$ cat src/rtl/pipelined_adder_if.sv
// Handshake bundle for pipelined_adder.
// Operand side: in_valid/in_ready with a, b, sub, cin.
// Result side: out_valid/out_ready with sum and the carry/overflow/zero flags.
// The slave modport is the adder; the master modport is whoever drives
// operands and consumes results.
interface pipelined_adder_if #(
    parameter int WIDTH = 32
) ();
    logic             in_valid;
    logic             in_ready;
    logic [WIDTH-1:0] a;
    logic [WIDTH-1:0] b;
    logic             sub;
    logic             cin;

    logic             out_valid;
    logic             out_ready;
    logic [WIDTH-1:0] sum;
    logic             cout;
    logic             ovf;
    logic             zero;

    modport master (
        output in_valid, a, b, sub, cin, out_ready,
        input  in_ready, out_valid, sum, cout, ovf, zero
    );

    modport slave (
        input  in_valid, a, b, sub, cin, out_ready,
        output in_ready, out_valid, sum, cout, ovf, zero
    );
endinterface

$ cat src/rtl/pipelined_adder.sv
// pipelined_adder: WIDTH-bit add/subtract with the carry chain cut into STAGES
// slices of SLICE = WIDTH/STAGES bits, one slice added per register stage.
// Reports carry-out, signed overflow and zero on the registered result.
//
// Optional build macro: ADDER_SATURATE_EN
//   defined   -> on signed overflow the final stage clamps sum to the most
//                positive / most negative value; ovf and cout still describe
//                the unclamped result and zero follows the clamped sum.
//   undefined -> sum wraps modulo 2^WIDTH and no clamp logic exists.
//
// WIDTH must be >= 2 and a multiple of STAGES; STAGES >= 1.
module pipelined_adder #(
    parameter int WIDTH  = 32,
    parameter int STAGES = 4
) (
    input  logic             clk,
    input  logic             rst,
    pipelined_adder_if.slave bus
);
    localparam int SLICE = WIDTH / STAGES;
    localparam int MSB   = WIDTH - 1;
    localparam int LAST  = STAGES - 1;
    // Number of inter-stage register sets; the final stage writes the
    // output registers instead, so a single-stage unit keeps one unused set.
    localparam int NQ    = (STAGES > 1) ? STAGES - 1 : 1;

    // Global stall: the whole pipe moves only when the output slot frees up.
    logic             adv;
    logic             load;
    logic [WIDTH-1:0] b_eff;
    logic             c0;

    // Per-stage inputs, index = stage number - 1.
    logic [WIDTH-1:0] a_in [STAGES];
    logic [WIDTH-1:0] b_in [STAGES];
    logic             c_in [STAGES];
    logic             v_in [STAGES];

    // Per-stage next values. a_d carries A with the slices added so far
    // overwritten by result bits, so one vector serves as both the pending
    // operand and the partial sum.
    logic [WIDTH-1:0] a_d  [STAGES];
    logic             c_d  [STAGES];

    // Inter-stage registers.
    logic [WIDTH-1:0] a_q  [NQ];
    logic [WIDTH-1:0] b_q  [NQ];
    logic             c_q  [NQ];
    logic             v_q  [NQ];

    // Output registers.
    logic             out_valid_q;
    logic [WIDTH-1:0] sum_q;
    logic             cout_q;
    logic             ovf_q;
    logic             zero_q;

    // Final-stage combinational results.
    logic [WIDTH-1:0] raw_sum;
    logic             a_msb;
    logic             b_msb;
    logic             ovf_d;
    logic [WIDTH-1:0] sum_d;
    logic             zero_d;

    assign adv          = !out_valid_q || bus.out_ready;
    assign load         = bus.in_valid && adv;
    assign bus.in_ready = adv;

    // Subtraction is A + ~B + 1, so cin is only meaningful for add.
    assign b_eff = bus.sub ? ~bus.b : bus.b;
    assign c0    = bus.sub ? 1'b1 : bus.cin;

    genvar gi;
    generate
        for (gi = 0; gi < STAGES; gi++) begin : g_stage
            localparam int LSB = gi * SLICE;
            localparam logic [WIDTH-1:0] SLICE_MASK = WIDTH'({SLICE{1'b1}}) << LSB;
            logic [SLICE:0] slice_sum;

            if (gi == 0) begin : g_src
                assign a_in[gi] = bus.a;
                assign b_in[gi] = b_eff;
                assign c_in[gi] = c0;
                assign v_in[gi] = load;
            end else begin : g_src
                assign a_in[gi] = a_q[gi-1];
                assign b_in[gi] = b_q[gi-1];
                assign c_in[gi] = c_q[gi-1];
                assign v_in[gi] = v_q[gi-1];
            end

            // One slice of the carry chain, with the carry from the stage below.
            assign slice_sum = {1'b0, a_in[gi][LSB +: SLICE]}
                             + {1'b0, b_in[gi][LSB +: SLICE]}
                             + {{SLICE{1'b0}}, c_in[gi]};
            assign a_d[gi]   = (a_in[gi] & ~SLICE_MASK)
                             | (WIDTH'(slice_sum[SLICE-1:0]) << LSB);
            assign c_d[gi]   = slice_sum[SLICE];
        end
    endgenerate

    // Inter-stage registers shift together on adv; reset drops in-flight work.
    always_ff @(posedge clk) begin
        if (rst) begin
            for (int s = 0; s < NQ; s++) begin
                v_q[s] <= 1'b0;
                a_q[s] <= '0;
                b_q[s] <= '0;
                c_q[s] <= 1'b0;
            end
        end else if (adv) begin
            for (int s = 0; s < STAGES - 1; s++) begin
                v_q[s] <= v_in[s];
                a_q[s] <= a_d[s];
                b_q[s] <= b_in[s];
                c_q[s] <= c_d[s];
            end
        end
    end

    // The top slice is still untouched on entry to the final stage, so the
    // operand sign bits are available there for the overflow test.
    assign raw_sum = a_d[LAST];
    assign a_msb   = a_in[LAST][MSB];
    assign b_msb   = b_in[LAST][MSB];
    assign ovf_d   = (a_msb == b_msb) && (raw_sum[MSB] != a_msb);

`ifdef ADDER_SATURATE_EN
    // Overflow only happens with like-signed operands, so A's sign tells
    // which rail to clamp to.
    assign sum_d = !ovf_d ? raw_sum
                 : a_msb  ? {1'b1, {(WIDTH-1){1'b0}}}
                 :          {1'b0, {(WIDTH-1){1'b1}}};
`else
    assign sum_d = raw_sum;
`endif

    assign zero_d = (sum_d == '0);

    // Output stage: result and flags held stable while the consumer stalls.
    always_ff @(posedge clk) begin
        if (rst) begin
            out_valid_q <= 1'b0;
            sum_q       <= '0;
            cout_q      <= 1'b0;
            ovf_q       <= 1'b0;
            zero_q      <= 1'b0;
        end else if (adv) begin
            out_valid_q <= v_in[LAST];
            if (v_in[LAST]) begin
                sum_q  <= sum_d;
                cout_q <= c_d[LAST];
                ovf_q  <= ovf_d;
                zero_q <= zero_d;
            end
        end
    end

    assign bus.out_valid = out_valid_q;
    assign bus.sum       = sum_q;
    assign bus.cout      = cout_q;
    assign bus.ovf       = ovf_q;
    assign bus.zero      = zero_q;
endmodule

$ cat src/flat_wrapper.sv
// flat-port wrapper written by rule: the top's interface ports become plain ports
module pipelined_adder_flat 
#(
    parameter int WIDTH  = 32,
    parameter int STAGES = 4
)
  (clk, rst, bus_in_valid, bus_a, bus_b, bus_sub, bus_cin, bus_out_ready, bus_in_ready, bus_out_valid, bus_sum, bus_cout, bus_ovf, bus_zero);
  pipelined_adder_if #(.WIDTH(WIDTH)) bus_i ();
  input  logic clk;
  input  logic rst;
  input wire logic [$bits(bus_i.in_valid)-1:0] bus_in_valid;
  input wire logic [$bits(bus_i.a)-1:0] bus_a;
  input wire logic [$bits(bus_i.b)-1:0] bus_b;
  input wire logic [$bits(bus_i.sub)-1:0] bus_sub;
  input wire logic [$bits(bus_i.cin)-1:0] bus_cin;
  input wire logic [$bits(bus_i.out_ready)-1:0] bus_out_ready;
  output wire logic [$bits(bus_i.in_ready)-1:0] bus_in_ready;
  output wire logic [$bits(bus_i.out_valid)-1:0] bus_out_valid;
  output wire logic [$bits(bus_i.sum)-1:0] bus_sum;
  output wire logic [$bits(bus_i.cout)-1:0] bus_cout;
  output wire logic [$bits(bus_i.ovf)-1:0] bus_ovf;
  output wire logic [$bits(bus_i.zero)-1:0] bus_zero;
  assign bus_i.in_valid = bus_in_valid;
  assign bus_i.a = bus_a;
  assign bus_i.b = bus_b;
  assign bus_i.sub = bus_sub;
  assign bus_i.cin = bus_cin;
  assign bus_i.out_ready = bus_out_ready;
  assign bus_in_ready = bus_i.in_ready;
  assign bus_out_valid = bus_i.out_valid;
  assign bus_sum = bus_i.sum;
  assign bus_cout = bus_i.cout;
  assign bus_ovf = bus_i.ovf;
  assign bus_zero = bus_i.zero;
  pipelined_adder #(.WIDTH(WIDTH), .STAGES(STAGES)) u_core (.clk(clk), .rst(rst), .bus(bus_i));
endmodule
$ cat config.mk
export PLATFORM = sky130hd
export DESIGN_NAME = pipelined_adder_flat
export DESIGN_NICKNAME = d
export VERILOG_FILES = /design/src/rtl/pipelined_adder_if.sv /design/src/rtl/pipelined_adder.sv /design/src/flat_wrapper.sv
export SDC_FILE = /design/constraint.sdc
export NUM_CORES = 1
export LEC_CHECK = 0
export CORE_AREA = 2 2 125 157
export CTS_BUF_LIST = sky130_fd_sc_hd__clkbuf_4 sky130_fd_sc_hd__clkbuf_8
export DETAILED_ROUTE_END_ITERATION = 6
export DIE_AREA = 0 0 127 159
export DONT_BUFFER_PORTS = 1
export GPL_ROUTABILITY_DRIVEN = 0
export GPL_TIMING_DRIVEN = 0
export PLACE_DENSITY = 0.63
export SETUP_SLACK_MARGIN = 0.4
export SYNTH_ARGS = -nofsm -noshare
export SYNTH_HDL_FRONTEND = slang
export SYNTH_SLANG_ARGS = --single-unit
$ cat constraint.sdc
create_clock -name clk -period 17.4 [get_ports clk]
set_input_delay 3.48 -clock clk [delete_from_list [all_inputs] [get_ports clk]]
set_output_delay 3.48 -clock clk [all_outputs]
set_load 0.01 [all_outputs]
==> results of run 1 <==
==> how the worst max path moves through the flow <==
stage                  startpoint                              to  slack (ns)
floorplan           bus_out_ready  u_core.a_q[0][0]$_SDFFCE_PN0P_        9.28
global placement              rst  u_core.a_q[0][5]$_SDFFCE_PN0P_        7.95
detailed placement  bus_out_ready                    bus_in_ready        9.29
CTS                 bus_out_ready                    bus_in_ready        9.27
global route        bus_out_ready                    bus_in_ready        9.24
finish              bus_out_ready                    bus_in_ready        9.32
==> where the power goes <==
part           internal (mW)  leakage (nW)  switching (mW)
combinational         0.0368          1.59          0.0475
sequential             0.513          2.06          0.0113
clock                  0.143         0.220           0.153
total                  0.693          3.88           0.211
==> kinds of logic (layout without fill, tap and decap cells) <==
| family | after synthesis | in the layout | share of synthesized area [%] |
|---|---|---|---|
| flip-flops | 186 | 186 | 63.0 |
| buffers and inverters | 57 | 91 | 2.71 |
| adder cells (fa/ha/maj) | 36 | 36 | 6.15 |
| multiplexers | 2 | 2 | 0.241 |
| other | 0 | 4 | 0 |
| AND/OR/NAND/NOR | 267 | 267 | 16.5 |
| AO/OA/AOI/OAI | 87 | 87 | 6.59 |
| XOR/XNOR | 45 | 45 | 4.84 |
==> metrics by stage <==
stage               instance area, µm²  utilization, %
floorplan                         8300               -
global placement                  8590            46.1
detailed placement                8640            46.4
CTS                               9050            48.5
global route                      9050            48.6
finish                            9060            48.6
==> per-layer routing <==
layer / track usage, % / share of wire (%) / vias to the layer above
met5: 0 / 0.084 / -
met4: 7.09 / 3.1 / 2
met3: 6.12 / 7.4 / 31
met2: 25.6 / 47 / 133
met1: 19.4 / 42 / 2301
li1: - / - / 2489
==> cell type report <==
type	count	share of cell area, %
Tap cell	232	3.20
Inverter	14	0.580
Clock buffer	17	2.58
Antenna cell	4	0.111
Clock inverter	15	1.89
Multi-Input combinational cell	437	31.5
Buffer	43	1.91
Timing Repair Buffer	2	0.525
Sequential cell	186	57.7
==> registers in the layout, indices dropped and copies added (netlist names), 3 cells and up <==
register	flops
u_core.a_q	96
u_core.b_q	48
u_core.bus.sum	32
u_core.c_q	3
u_core.v_q	3
==> synth_stat cells (all sizes together) (8+ instances only) <==
cell type / number / area share (%)
clkbuf: 37 / 1.7
and3: 104 / 7.8
xor2: 13 / 1.5
xnor2: 32 / 3.4
nor2: 53 / 2.4
inv: 14 / 0.63
edfxtp: 150 / 54
fa: 8 / 1.9
nand2: 65 / 2.9
nor3: 8 / 0.48
o21ai: 15 / 0.90
dfxtp: 36 / 8.7
ha: 28 / 4.2
a21oi: 44 / 2.7
==> worst register-to-register path, stage by stage, from the launching register on <==
cell,delay (ns)
edfxtp_1,0.41
fa_1,0.52
fa_1,0.50
xnor2_1,0.26
nand2_1,0.09
or4_1,0.40
nor4_1,0.20
a31o_1,0.18
==> layout by cell type, fill, tap and decap left out, types with 4 or more instances in the layout <==
cell,synthesis,final
edfxtp_1,150,150
and3_1,104,104
nand2_1,65,65
nor2_1,53,53
a21oi_1,44,44
clkbuf_1,37,37
dfxtp_1,36,36
xnor2_1,32,32
ha_1,28,28
clkbuf_8,0,17
inv_1,14,16
o21ai_0,14,14
xor2_1,12,12
nor3_1,8,8
fa_1,8,8
a21o_1,7,7
nor2b_1,7,7
nor4_1,7,7
nand2b_1,6,5
or3_1,5,5
diode_2,0,4
and2_1,4,4
o21a_1,4,4
a211oi_1,4,4
inv_6,0,4
==> metrics.cfg, run 1 <==
[placed_design]
placedCellCount = 914
io_buffers = 0
dp_slack_ns = 9.29
hpwl_mm = 11.8

[detailed_routing]
drt_iter0_markers = 364
vias = 4956
wl_per_cell_um = 16.2
drc = 0
viasPerCell = 5.22
drt.antenna.violating_nets = 0
first_pass_iters = 4
wirelength_mm = 15.4

[worst_setup_path]
crit_cells = 4
worstPathRequired_ns = 13.92
cp.arrival_ns = 4.60
crit_slowest_cell = clkbuf_1
cp_cell_sequence = nand2b_1 > buf_4 > clkbuf_1 > clkbuf_1
reg2reg_slack_ns = 14.79
max_stage_delay_ns = 0.53
timing.rr.end = u_core.bus.zero$_SDFFE_PP0P_
endpoint_kind = output port
start_kind = input port
rr_worst_depth = 7
worst_r2r_startpoint = u_core.c_q[0][2]$_SDFFCE_PN0P_
cp_top_family = buffers and inverters
cpMostUsedCell = clkbuf_1
critPathMaxFanout = 10
path_buf_inv = 3
critical_path_class = input port to output port

[cells_and_area]
drive_gt1_share_pct = 6.02
area_growth_pct = 9.17
nFillCells = 1669
seq_area_um2 = 5230
layout.nets = 807
multiInputGateArea_um2 = 2850
final_cells = 950

[clock_tree]
insertion_delay_ns = 0.46
cts_resized = 0
cts-root-buf = clkbuf_8
holdBufCountCts = 0
cts-buffers-inserted = 17
clock_sinks = 186
cts_setup_buffers = 0
clk_pin_slew_ns = 0.10
cts_buffer_depth = 2
cts_tree = yes
htree_levels = 4

[pwr]
p_leak_nw = 3.88
irDropWorstVdd_uv = 44.8
power-per-cell-area_nw_per_um2 = 99.9
p_total_uw = 905

[hold_path]
holdPathStages = 2
hp-class = register to register
holdPathEnd = u_core.bus.sum[2]$_SDFFE_PP0P_
worstHoldStart = u_core.bus.sum[2]$_SDFFE_PP0P_

[synthesis]
ys_types = 43
synthFlopType = edfxtp_1
synthCells = 680
ys_seq_area_share_pct = 63.0
netlist_area_um2 = 8300
async_flop_share_pct = 0
synth_edf_count = 150
syn-num-nets = 786
syn_avg_cell_area_um2 = 12.2
synth-seq-cells = 186
ys_warn_count = 0

[global_routing]
first_global_vias = 4990
grt_antenna_before_repair = 5
grt.overflow.total = 0
grt_util_all_layers_pct = 16.1
grt_max_degree = 73
grt_pass1_wl_mm = 25.5

[run_status]
run_status = finished clean

[timing]
setup_viol = 0
finClkSkew_ns = 0.00999
final.period_utilization_pct = 46.4
timing.hold.ws_ns = 0.513
rsz0062_at_grt = false
hold_violations = 0
fmax_mhz = 124
slew_viol_final = 0
timing.setup.tns_ns = 0
min_period_ns = 8.08
worst_slack_ns = 9.32
tightest_slew_ns = 0.618
slew-limit-headroom_pct = 58.8

[floorplan]
io_pins = 107
dieArea_um2 = 20200
initial_core_util_pct = 44.5
die_h_um = 159
die_w_um = 127
placementRows = 56
core_um2 = 18600

[job]
drv_cap = 0

(Power assumes the default switching activity.)
==> inputs of run 2 (changes only) <==
clock period = 8 ns   (was 17.4 ns; I/O delays follow)
==> results of run 2 <==
Same layout as run 1 (identical final DEF). Status: finished clean.
Among the figures that moved: setup slack after placement 9.29 ns -> 3.65 ns; setup slack after layout 9.32 ns -> 3.68 ns; register-to-register setup slack 14.79 ns -> 5.39 ns; total power 0.905 mW -> 1.97 mW; worst IR drop on VDD 44.8 µV -> 97.4 µV
